## src/rtl/demux_frame_sequencer_if.sv

```systemverilog
// -----------------------------------------------------------------------------
// demux_frame_sequencer_if
//   Serial bit stream handshake between a source and the frame sequencer.
//   Signals:
//     din        serial data bit          (source -> sequencer)
//     din_valid  din carries a valid bit  (source -> sequencer)
//     din_ready  sequencer takes din      (sequencer -> source)
//   Modports:
//     master  the serial source
//     slave   the sequencer
// -----------------------------------------------------------------------------
interface demux_frame_sequencer_if;
   logic din;
   logic din_valid;
   logic din_ready;

   modport master (
      output din,
      output din_valid,
      input  din_ready
   );

   modport slave (
      input  din,
      input  din_valid,
      output din_ready
   );
endinterface

```

## src/rtl/demux_frame_sequencer.sv

```systemverilog
// -----------------------------------------------------------------------------
// demux_frame_sequencer
//   Drives a 1-to-2**SEL_W bit demultiplexer from a serial bit stream. Bit k
//   of a frame goes to channel first_ch+k (mod N_CH). A shadow copy of every
//   channel is kept and copied to frame_q as a coherent snapshot when the
//   frame's last bit is accepted.
//   Ports:
//     clk, rst_n     clock (rising edge), asynchronous active-low reset
//     start          frame start request, sampled in IDLE only
//     first_ch       first channel of the frame, used on an accepted start
//     last_ch        last channel of the frame, latched on an accepted start
//     abort          cancel the frame in progress (RUN only)
//     s_if           serial input handshake (din/din_valid/din_ready)
//     dmx_in         data bit to the demuxer
//     dmx_sel        channel select to the demuxer
//     dmx_strobe     dmx_in/dmx_sel carry a fresh write this cycle
//     frame_q        snapshot of the last completed frame
//     busy           sequencer not idle
//     done           one-cycle pulse, frame_q has just been updated
//     err            one-cycle pulse, start request rejected while busy
// -----------------------------------------------------------------------------
module demux_frame_sequencer #(
   parameter int SEL_W = 6
) (
   input  logic                  clk,
   input  logic                  rst_n,
   input  logic                  start,
   input  logic [SEL_W-1:0]      first_ch,
   input  logic [SEL_W-1:0]      last_ch,
   input  logic                  abort,
   demux_frame_sequencer_if.slave s_if,
   output logic                  dmx_in,
   output logic [SEL_W-1:0]      dmx_sel,
   output logic                  dmx_strobe,
   output logic [2**SEL_W-1:0]   frame_q,
   output logic                  busy,
   output logic                  done,
   output logic                  err
);

   localparam int N_CH = 2**SEL_W;

   localparam logic [1:0] ST_IDLE = 2'd0;
   localparam logic [1:0] ST_RUN  = 2'd1;
   localparam logic [1:0] ST_DONE = 2'd2;

   logic [1:0]       state_q,   state_d;
   logic [SEL_W-1:0] cur_q,     cur_d;
   logic [SEL_W-1:0] last_q,    last_d;
   logic [N_CH-1:0]  shadow_q,  shadow_d;
   logic [N_CH-1:0]  frame_q_q, frame_d;
   logic             dmx_in_q,  dmx_in_d;
   logic [SEL_W-1:0] dmx_sel_q, dmx_sel_d;
   logic             strobe_q,  strobe_d;
   logic             err_q,     err_d;

   logic ready;
   logic xfer;

   // abort suppresses ready so it always wins over a simultaneous din_valid
   assign ready          = (state_q == ST_RUN) && !abort;
   assign xfer           = ready && s_if.din_valid;
   assign s_if.din_ready = ready;

   always_comb begin
      state_d   = state_q;
      cur_d     = cur_q;
      last_d    = last_q;
      shadow_d  = shadow_q;
      frame_d   = frame_q_q;
      dmx_in_d  = dmx_in_q;
      dmx_sel_d = dmx_sel_q;
      strobe_d  = 1'b0;
      err_d     = start && (state_q != ST_IDLE);

      case (state_q)
         ST_IDLE: begin
            if (start) begin
               state_d = ST_RUN;
               cur_d   = first_ch;
               last_d  = last_ch;
            end
         end
         ST_RUN: begin
            if (abort) begin
               state_d = ST_IDLE;
            end else if (xfer) begin
               dmx_in_d        = s_if.din;
               dmx_sel_d       = cur_q;
               strobe_d        = 1'b1;
               shadow_d[cur_q] = s_if.din;
               cur_d           = SEL_W'(cur_q + 1'b1);
               if (cur_q == last_q) begin
                  // snapshot includes the bit written on this same edge
                  frame_d = shadow_d;
                  state_d = ST_DONE;
               end
            end
         end
         ST_DONE: begin
            state_d = ST_IDLE;
         end
         default: begin
            state_d = ST_IDLE;
         end
      endcase
   end

   always_ff @(posedge clk or negedge rst_n) begin
      if (!rst_n) begin
         state_q   <= ST_IDLE;
         cur_q     <= '0;
         last_q    <= '0;
         shadow_q  <= '0;
         frame_q_q <= '0;
         dmx_in_q  <= 1'b0;
         dmx_sel_q <= '0;
         strobe_q  <= 1'b0;
         err_q     <= 1'b0;
      end else begin
         state_q   <= state_d;
         cur_q     <= cur_d;
         last_q    <= last_d;
         shadow_q  <= shadow_d;
         frame_q_q <= frame_d;
         dmx_in_q  <= dmx_in_d;
         dmx_sel_q <= dmx_sel_d;
         strobe_q  <= strobe_d;
         err_q     <= err_d;
      end
   end

   assign dmx_in     = dmx_in_q;
   assign dmx_sel    = dmx_sel_q;
   assign dmx_strobe = strobe_q;
   assign frame_q    = frame_q_q;
   assign busy       = (state_q != ST_IDLE);
   assign done       = (state_q == ST_DONE);
   assign err        = err_q;

endmodule
```

## src/flat_wrapper.sv

```systemverilog
// flat-port wrapper written by rule: the top's interface ports become plain ports
module demux_frame_sequencer_flat 
#(
   parameter int SEL_W = 6
)
  (clk, rst_n, start, first_ch, last_ch, abort, dmx_in, dmx_sel, dmx_strobe, frame_q, busy, done, err, s_if_din, s_if_din_valid, s_if_din_ready);
  demux_frame_sequencer_if s_if_i ();
  input  logic clk;
  input  logic rst_n;
  input  logic start;
  input  logic [SEL_W-1:0] first_ch;
  input  logic [SEL_W-1:0] last_ch;
  input  logic abort;
  output logic dmx_in;
  output logic [SEL_W-1:0] dmx_sel;
  output logic dmx_strobe;
  output logic [2**SEL_W-1:0] frame_q;
  output logic busy;
  output logic done;
  output logic err;
  input wire logic [$bits(s_if_i.din)-1:0] s_if_din;
  input wire logic [$bits(s_if_i.din_valid)-1:0] s_if_din_valid;
  output wire logic [$bits(s_if_i.din_ready)-1:0] s_if_din_ready;
  assign s_if_i.din = s_if_din;
  assign s_if_i.din_valid = s_if_din_valid;
  assign s_if_din_ready = s_if_i.din_ready;
  demux_frame_sequencer #(.SEL_W(SEL_W)) u_core (.clk(clk), .rst_n(rst_n), .start(start), .first_ch(first_ch), .last_ch(last_ch), .abort(abort), .s_if(s_if_i), .dmx_in(dmx_in), .dmx_sel(dmx_sel), .dmx_strobe(dmx_strobe), .frame_q(frame_q), .busy(busy), .done(done), .err(err));
endmodule
```

## config.mk

```make
export PLATFORM = sky130hd
export DESIGN_NAME = demux_frame_sequencer_flat
export DESIGN_NICKNAME = d
export VERILOG_FILES = /design/src/rtl/demux_frame_sequencer_if.sv /design/src/rtl/demux_frame_sequencer.sv /design/src/flat_wrapper.sv
export SDC_FILE = /design/constraint.sdc
export NUM_CORES = 1
export LEC_CHECK = 0
export CAP_MARGIN = 10
export CELL_PAD_IN_SITES_DETAIL_PLACEMENT = 0
export CELL_PAD_IN_SITES_GLOBAL_PLACEMENT = 1
export CORE_MARGIN = 1.5
export CORE_UTILIZATION = 40
export DETAILED_ROUTE_END_ITERATION = 10
export PLACE_DENSITY_LB_ADDON = 0.05
export REMOVE_ABC_BUFFERS = 1
export SYNTH_ARGS = -nofsm -noshare
export SYNTH_HDL_FRONTEND = slang
export SYNTH_SLANG_ARGS = --single-unit
```

## constraint.sdc

```tcl
create_clock -name clk -period 2.1 [get_ports clk]
set_input_delay 0.315 -clock clk [delete_from_list [all_inputs] [get_ports clk]]
set_output_delay 0.315 -clock clk [all_outputs]
set_load 0.02 [all_outputs]
```

==> metrics.md, run 1 <==
| Metric | Value |
|---|---|
| Status | finished with violations |
| Failing checks | design-rule violations |
| Worst Skew | 0.0104 ns |
| Routability congestion estimate | 0.771 |
| Leak | 0.00446 uW |
| Max rail drop VDD | 0.000634 V |
| Max_slew headroom | 0.674 |
| Area grow syn2layout | 28.8% |
| Top delay family on crit path | buffers and inverters |
| Vias | 5090 |
| Grt met2 use | 0.302 |
| Setup Crit Path Kind | register to register |
| Clock slew at reported path FFs | 0.06 ns |
| GR Util met1 | 0.250 |
| Total gr overflow | 0 |
| Min Tclk post-route | 1.98 ns |
| Critical Path Max Stage Delay | 0.47 ns |
| Period utilization | 0.943 |
| Reg2Reg Capture Point | u_core.frame_q[52]$_DFFE_PN0P_ |
| CP endpoint kind | register |
| Synth area leaders | dfrtp_1, mux2_2, nand2_1 |
| Largest net degree at the start of global routing | 76 |
| Synth top cells by count | mux2_2, dfrtp_1, nand2_1 |
| Design Power | 10100 uW |
| Core ar. | 0.0181 mm^2 |
| HP Class | input pin to register |
| Slowest-stage cell, CP | dfrtp_2 |
| IO buf count | 93 |
| Asr flop ratio synth | 1.00 |
| Drt wl/cell | 17.2 um |
| Nets | 781 |
| Synth Instances | 644 |
| Register share of total power | 0.376 |
| Critical path fanouts, max | 35 |
| CP required | 2.40 ns |
| CTS root buf | clkbuf_16 |
| Via/cell ratio | 5.07 |
| Ys Warns | 0 |
| RR Startpoint | u_core.cur_q[5]$_DFFE_PN0P_ |
| R2R cell count | 7 |
| Ys flop type | dfrtp_1 |
| Hold depth | 4 |
| Post-synth top area share | 0.506 |
| Most frequent cell after synthesis | mux2_2 |
| Startpoint Class | register |
| Synth cell types | 35 |
| Clock latency on the worst-skew pair | 0.42 ns |
| Die X | 140 um |
| I/O Pins | 94 |
| Global-route layer with the greatest usage | met2 |
| Total setup buffers inserted after CTS | 0 |
| Area after DPL | 0.00905 mm^2 |
| Worst path bufs/invs | 3 |
| Number of synthesized flops with an enable pin | 0 |
| Worst Tran Pin Value | 0.489 ns |
| Final hold violation count | 0 |
| Final Max Tran Viols | 0 |
| Final setup margin | 0.119 ns |
| Gate power share | 0.337 |
| Max Fclk | 505 MHz |
| Seq/Total Area, Yosys | 0.506 |
| Die Ht | 140 um |
| RSZ-0062 raised after global routing | no |
| CP arrival | 2.29 ns |
| Tot GR Track Use | 0.187 |
| First DRT Iteration DRCs | 293 |
| Cell area after layout | 0.00962 mm^2 |
| HP Start | s_if_din |
| Final antenna-violating net count | 0 |
| Mapped Area | 0.00747 mm^2 |
| Site row count | 49 |
| First-pass iteration count of the detailed router | 7 |
| Clock power share | 0.287 |
| Max clock buf depth | 2 |
| GR met3 Demand/Resource | 0.0437 |
| FF+latch count, synth | 151 |
| Ant diodes | 0 |
| First-pass GRT wire length | 28100 um |
| Fillers | 1595 |
| Net Sw Frac | 0.326 |
| Worst Hold Path EP | u_core.dmx_in$_DFFE_PN0P_ |
| Starting Density | 0.412 |
| Clock buffer count from CTS | 17 |
| CTS tree | yes |
| Syn avg cell area | 11.6 um^2 |
| Dpl hpwl | 11600 um |
| Die Area | 0.0195 mm^2 |
| Int Pwr | 6800 uW |
| DP Worst Slack | -0.113 ns |
| CTS H-tree lvls | 4 |
| Max capacitance violation total | 0 |
| Fraction of layout cells with a size suffix above 1 | 0.379 |
| Remaining DRCs | 9 |
| Final setup fails | 0 |
| Synth area leader | dfrtp_1 |
| Critical Path, Cell by Cell | buf_6 > xnor2_1 > nand4_1 > nor3_2 > buf_4 > buf_12 > mux2_2 |
| Vias in the first global route | 5246 |
| Psw | 3280 uW |
| Worst R2R Setup Slack | 0.12 ns |
| Pwr/cell area | 1050 mW/mm^2 |
| Initial antenna violation count | 0 |
| Wirelength, routed | 17200 um |
| CTS sink cnt | 151 |
cells in the final DEF (no fill, tap or decap), types with 4 or more instances in the layout:
cell | Yosys | routed
a21oi_1 | 9 | 9
and2_1 | 6 | 6
nor3b_4 | 4 | 4
o21ai_0 | 13 | 13
buf_12 | 0 | 18
mux2_1 | 4 | 4
clkinv_2 | 0 | 4
dfrtp_1 | 151 | 148
nand3_1 | 13 | 13
nor2_1 | 32 | 32
nand2b_1 | 5 | 5
nand2_1 | 131 | 131
mux2_2 | 187 | 187
clkdlybuf4s50_1 | 0 | 90
xnor2_1 | 6 | 6
buf_4 | 16 | 35
clkbuf_16 | 0 | 17
nand3b_1 | 4 | 4
how the worst max path moves through the flow:
stage	start	endpoint	slack, ns	cells after the start
after floorplan	u_core.state_q[1]$_DFFE_PN0P_	u_core.frame_q[0]$_DFFE_PN0P_	-3.98	3
after global placement	abort	u_core.shadow_q[8]$_DFFE_PN0P_	-0.07	7
after detailed placement	abort	u_core.frame_q[20]$_DFFE_PN0P_	-0.11	6
after CTS	u_core.cur_q[5]$_DFFE_PN0P_	u_core.frame_q[52]$_DFFE_PN0P_	0.03	7
after global routing	u_core.cur_q[5]$_DFFE_PN0P_	u_core.frame_q[51]$_DFFE_PN0P_	0.02	7
final	u_core.cur_q[5]$_DFFE_PN0P_	u_core.frame_q[52]$_DFFE_PN0P_	0.12	7
cell type report:
cell class                      count  area (um^2)  area share
Timing Repair Buffer              148         1570       0.163
Tap cell                          229          287      0.0298
Inverter                            2         7.51    0.000780
Sequential cell                   151         3780       0.393
Clock inverter                     11         98.8      0.0103
Clock buffer                       21          460      0.0478
Multi-Input combinational cell    442         3420       0.355
sequential cells by signal, indices dropped and copies added, names as in the netlist:
signal and cells:
u_core.last_q 6, u_core.cur_q 6, u_core.dmx_strobe 1, u_core.frame_q 64, u_core.shadow_q 64, u_core.err 1
u_core.dmx_sel 6, u_core.state_q 2, u_core.dmx_in 1
layer usage:
layer  wire (um)  vias up
met4         239        0
li1            -     2433
met2        8050      114
met3         734       13
met1        8220     2530
met5           0        -
through the flow:
step,util,std cells,setup TNS (ns),hold slack [ns]
after floorplan,-,595,-258.23,0.0194
after global placement,0.499,971,-4.23,0.290
after detailed placement,0.499,971,-6.99,0.301
after CTS,0.530,1004,0,0.371
after global routing,0.530,1004,0,0.394
final,0.530,1004,0,0.395
kinds of logic (layout without fill, tap and decap cells):
family,after synthesis,in the layout,synth area share
AND/OR/NAND/NOR,218,218,0.141
multiplexers,191,191,0.288
flip-flops,151,151,0.506
buffers and inverters,51,182,0.0375
AO/OA/AOI/OAI,26,26,0.0189
XOR/XNOR,6,6,0.00703
adder cells (fa/ha/maj),1,1,0.00167
worst reg2reg max path: stages (launching register included):
cell and delay, ns:
dfrtp_2 0.47, buf_6 0.17, xnor2_1 0.14, nand4_1 0.15
nor3_2 0.16, buf_4 0.17, buf_12 0.21, mux2_2 0.40
timing repair:
| action | CTS | global route |
|---|---|---|
| setup endpoints to repair | 5 | 64 |
| resized for setup | 2 | 4 |
| gates cloned | 0 | 0 |
| hold endpoints to repair | 44 | 0 |
| hold buffers | 1 | 0 |
| pin swaps | 0 | 0 |
power groups by stage:
stage	logic, uW	registers (uW)	clock network (uW)
final	3400	3790	2890
after global routing	3670	3850	3130
after CTS	3430	3780	2970
after detailed placement	3410	3830	0
after global placement	3360	3800	0
after floorplan	1500	4000	0
(Power assumes the default switching activity.)
==> run 2, diff against run 1 <==
PLACE_DENSITY = 0.85   (was default)
PLACE_DENSITY_LB_ADDON = default   (was 0.05)
==> run 2 against run 1 <==
Die area is the same. Power grew 0.37%. Combinational power shrank 7.9%. Highest routed layer unchanged. Worst hold slack gained 0.0035 ns. Largest power group unchanged. Sequential power grew 2%. The run still ends with design-rule violations left. Critical path type unchanged.
==> metrics.md, run 2 (synthesis gave the netlist of run 1 again) <==
| Metric | Value |
|---|---|
| Worst Setup SP | u_core.cur_q[1]$_DFFE_PN0P_ |
| CTS root buf | clkbuf_16 |
| Period utilization | 0.957 (+0.0137) |
| Startpoint Class | register |
| First-pass iteration count of the detailed router | 8 (+1) |
| Most common library cell in the layout ignoring fill and taps | mux2_2 |
| Clock slew at reported path FFs | 0.07 ns (about the same) |
| Largest net degree at the start of global routing | 57 (-25%) |
| Pwr/cell area | 1060 mW/mm^2 (+1.2%) |
| Min Tclk post-route | 2.01 ns (+0.0287 ns) |
| Remaining DRCs | 8 (-1) |
| Commonest non-fill, non-tap cells in the layout | mux2_2, dfrtp_1, nand2_1 |
| RSZ-0062 raised after global routing | no |
| First DRT Iteration DRCs | 275 (-6.1%) |
| Area grow syn2layout | 27.8% |
| HP Class | input pin to asynchronous set/reset pin |
| Wirelength, routed | 16800 um (-2.3%) |
| Worst R2R Setup Slack | 0.09 ns (-0.03 ns) |
| Status | finished with violations |
| CTS H-tree lvls | 4 (unchanged) |
| Fraction of layout cells with a size suffix above 1 | 0.382 (+0.00258) |
| Final antenna-violating net count | 0 (unchanged) |
| Area after DPL | 0.00889 mm^2 (-1.8%) |
| Max Fclk | 498 MHz (-1.4%) |
| Worst Tran Pin Value | 0.574 ns (+0.0846 ns) |
| IO buf count | 93 (unchanged) |
| Final setup fails | 0 (unchanged) |
| Design Power | 10100 uW (+0.37%) |
| Final Instance Count excl. Fillers | 1004 (unchanged) |
| Critical path fanouts, max | 8 (-77%) |
| Clock latency on the worst-skew pair | 0.43 ns (about the same) |
| Drt wl/cell | 16.8 um (-2.3%) |
| Critical Path, Cell by Cell | buf_4 > nor3b_4 > buf_4 > nand2_1 > mux2_2 > mux2_2 |
| # placed instances | 968 (-0.31%) |
| Max rail drop VDD | 0.000721 V (+14%) |
| Die Ht | 140 um (unchanged) |
| Final hold violation count | 0 (unchanged) |
| Top delay family on crit path | multiplexers |
| Starting Density | 0.412 (unchanged) |
| Worst hold slack | 0.399 ns (+0.00353 ns) |
| Total gr overflow | 0 (unchanged) |
| Leak | 0.00446 uW (-0.15%) |
| Final Max Tran Viols | 0 (unchanged) |
| Slowest-stage cell, CP | dfrtp_1 |
| R2R cell count | 6 (-1) |
| Max capacitance violation total | 0 (unchanged) |
| Ant diodes | 0 (unchanged) |
| Reg2Reg Capture Point | u_core.frame_q[9]$_DFFE_PN0P_ |
| Critical Path Max Stage Delay | 0.54 ns (+0.07 ns) |
| Nets | 781 (unchanged) |
| I/O Pins | 94 (unchanged) |
| Via/cell ratio | 5.09 (+0.35%) |
| CTS sink cnt | 151 (unchanged) |
| Clock buffer count from CTS | 17 (unchanged) |
| Cell area after layout | 0.00955 mm^2 (-0.82%) |
| Initial antenna violation count | 0 (unchanged) |
| CP endpoint kind | register |
| Site row count | 49 (unchanged) |
| RR Startpoint | u_core.cur_q[1]$_DFFE_PN0P_ |
| Die Area | 0.0195 mm^2 (unchanged) |
| Max_slew headroom | 0.617 (-0.0564) |
| Failing checks | design-rule violations |
| Vias in the first global route | 5404 (+3.0%) |
| Setup Crit Path Kind | register to register |
| Post-layout util | 0.526 (-0.00434) |
| Worst Skew | 0.0107 ns (+0.000299 ns) |
| CTS tree | yes |
| CP arrival | 2.32 ns (+0.03 ns) |
| Routability congestion estimate | 0.796 (+3.3%) |
| CP required | 2.41 ns (about the same) |
| Die X | 140 um (unchanged) |
| Dpl hpwl | 11600 um (+0.17%) |
| First-pass GRT wire length | 27600 um (-1.9%) |
| Tot GR Track Use | 0.181 (-0.00573) |
| Worst path bufs/invs | 2 (-1) |
| Max clock buf depth | 2 (unchanged) |
| Vias | 5108 (+0.35%) |
| Core ar. | 0.0181 mm^2 (unchanged) |
-- run 2: metrics by stage --
step                      worst slack, ns  TNS [ns]
after floorplan                     -3.98   -258.23
after global placement             -0.107     -5.28
after detailed placement           -0.130     -6.33
after CTS                          0.0147         0
after global routing              0.00717         0
final                              0.0900         0
-- run 2: cell type report --
class                   instances  area, um^2
repair buffers                148        1430
clock buffers                  18         439
flip-flops and latches        151        3780
clock inverters                14         174
inverters                       2        7.51
fillers                      1531        8600
well taps                     229         287
multi-input cells             442        3430
-- run 2: timing repair --
action / 4_1_cts / 5_1_grt
hold buffers: 1 / 0
setup endpoints to repair: 1 / 68
pin swaps: 0 / 1
gates resized for setup: 1 / 5
endpoints found under the hold margin: 52 / 0
setup buffers: 0 / 3
-- run 2: power breakdown --
part	internal, uW	total (uW)	switching [uW]
clock	1910	3140	1230
sequential	3410	3850	435
combinational	1530	3130	1590
-- run 2: how the worst max path moves through the flow --
stage / endpoint / slack, ns / cells after the start
after floorplan: u_core.frame_q[0]$_DFFE_PN0P_ / -3.98 / 3
after global placement: u_core.shadow_q[58]$_DFFE_PN0P_ / -0.11 / 6
after detailed placement: u_core.shadow_q[58]$_DFFE_PN0P_ / -0.13 / 6
after CTS: u_core.frame_q[44]$_DFFE_PN0P_ / 0.01 / 5
after global routing: u_core.frame_q[17]$_DFFE_PN0P_ / 0.007 / 6
final: u_core.frame_q[9]$_DFFE_PN0P_ / 0.09 / 6
-- run 2: layer usage --
| layer | GRT usage | wire, um |
|---|---|---|
| met5 | 0 | 0 |
| met4 | 0.0632 | 231 |
| met3 | 0.0465 | 738 |
| met2 | 0.304 | 8260 |
| met1 | 0.228 | 7610 |
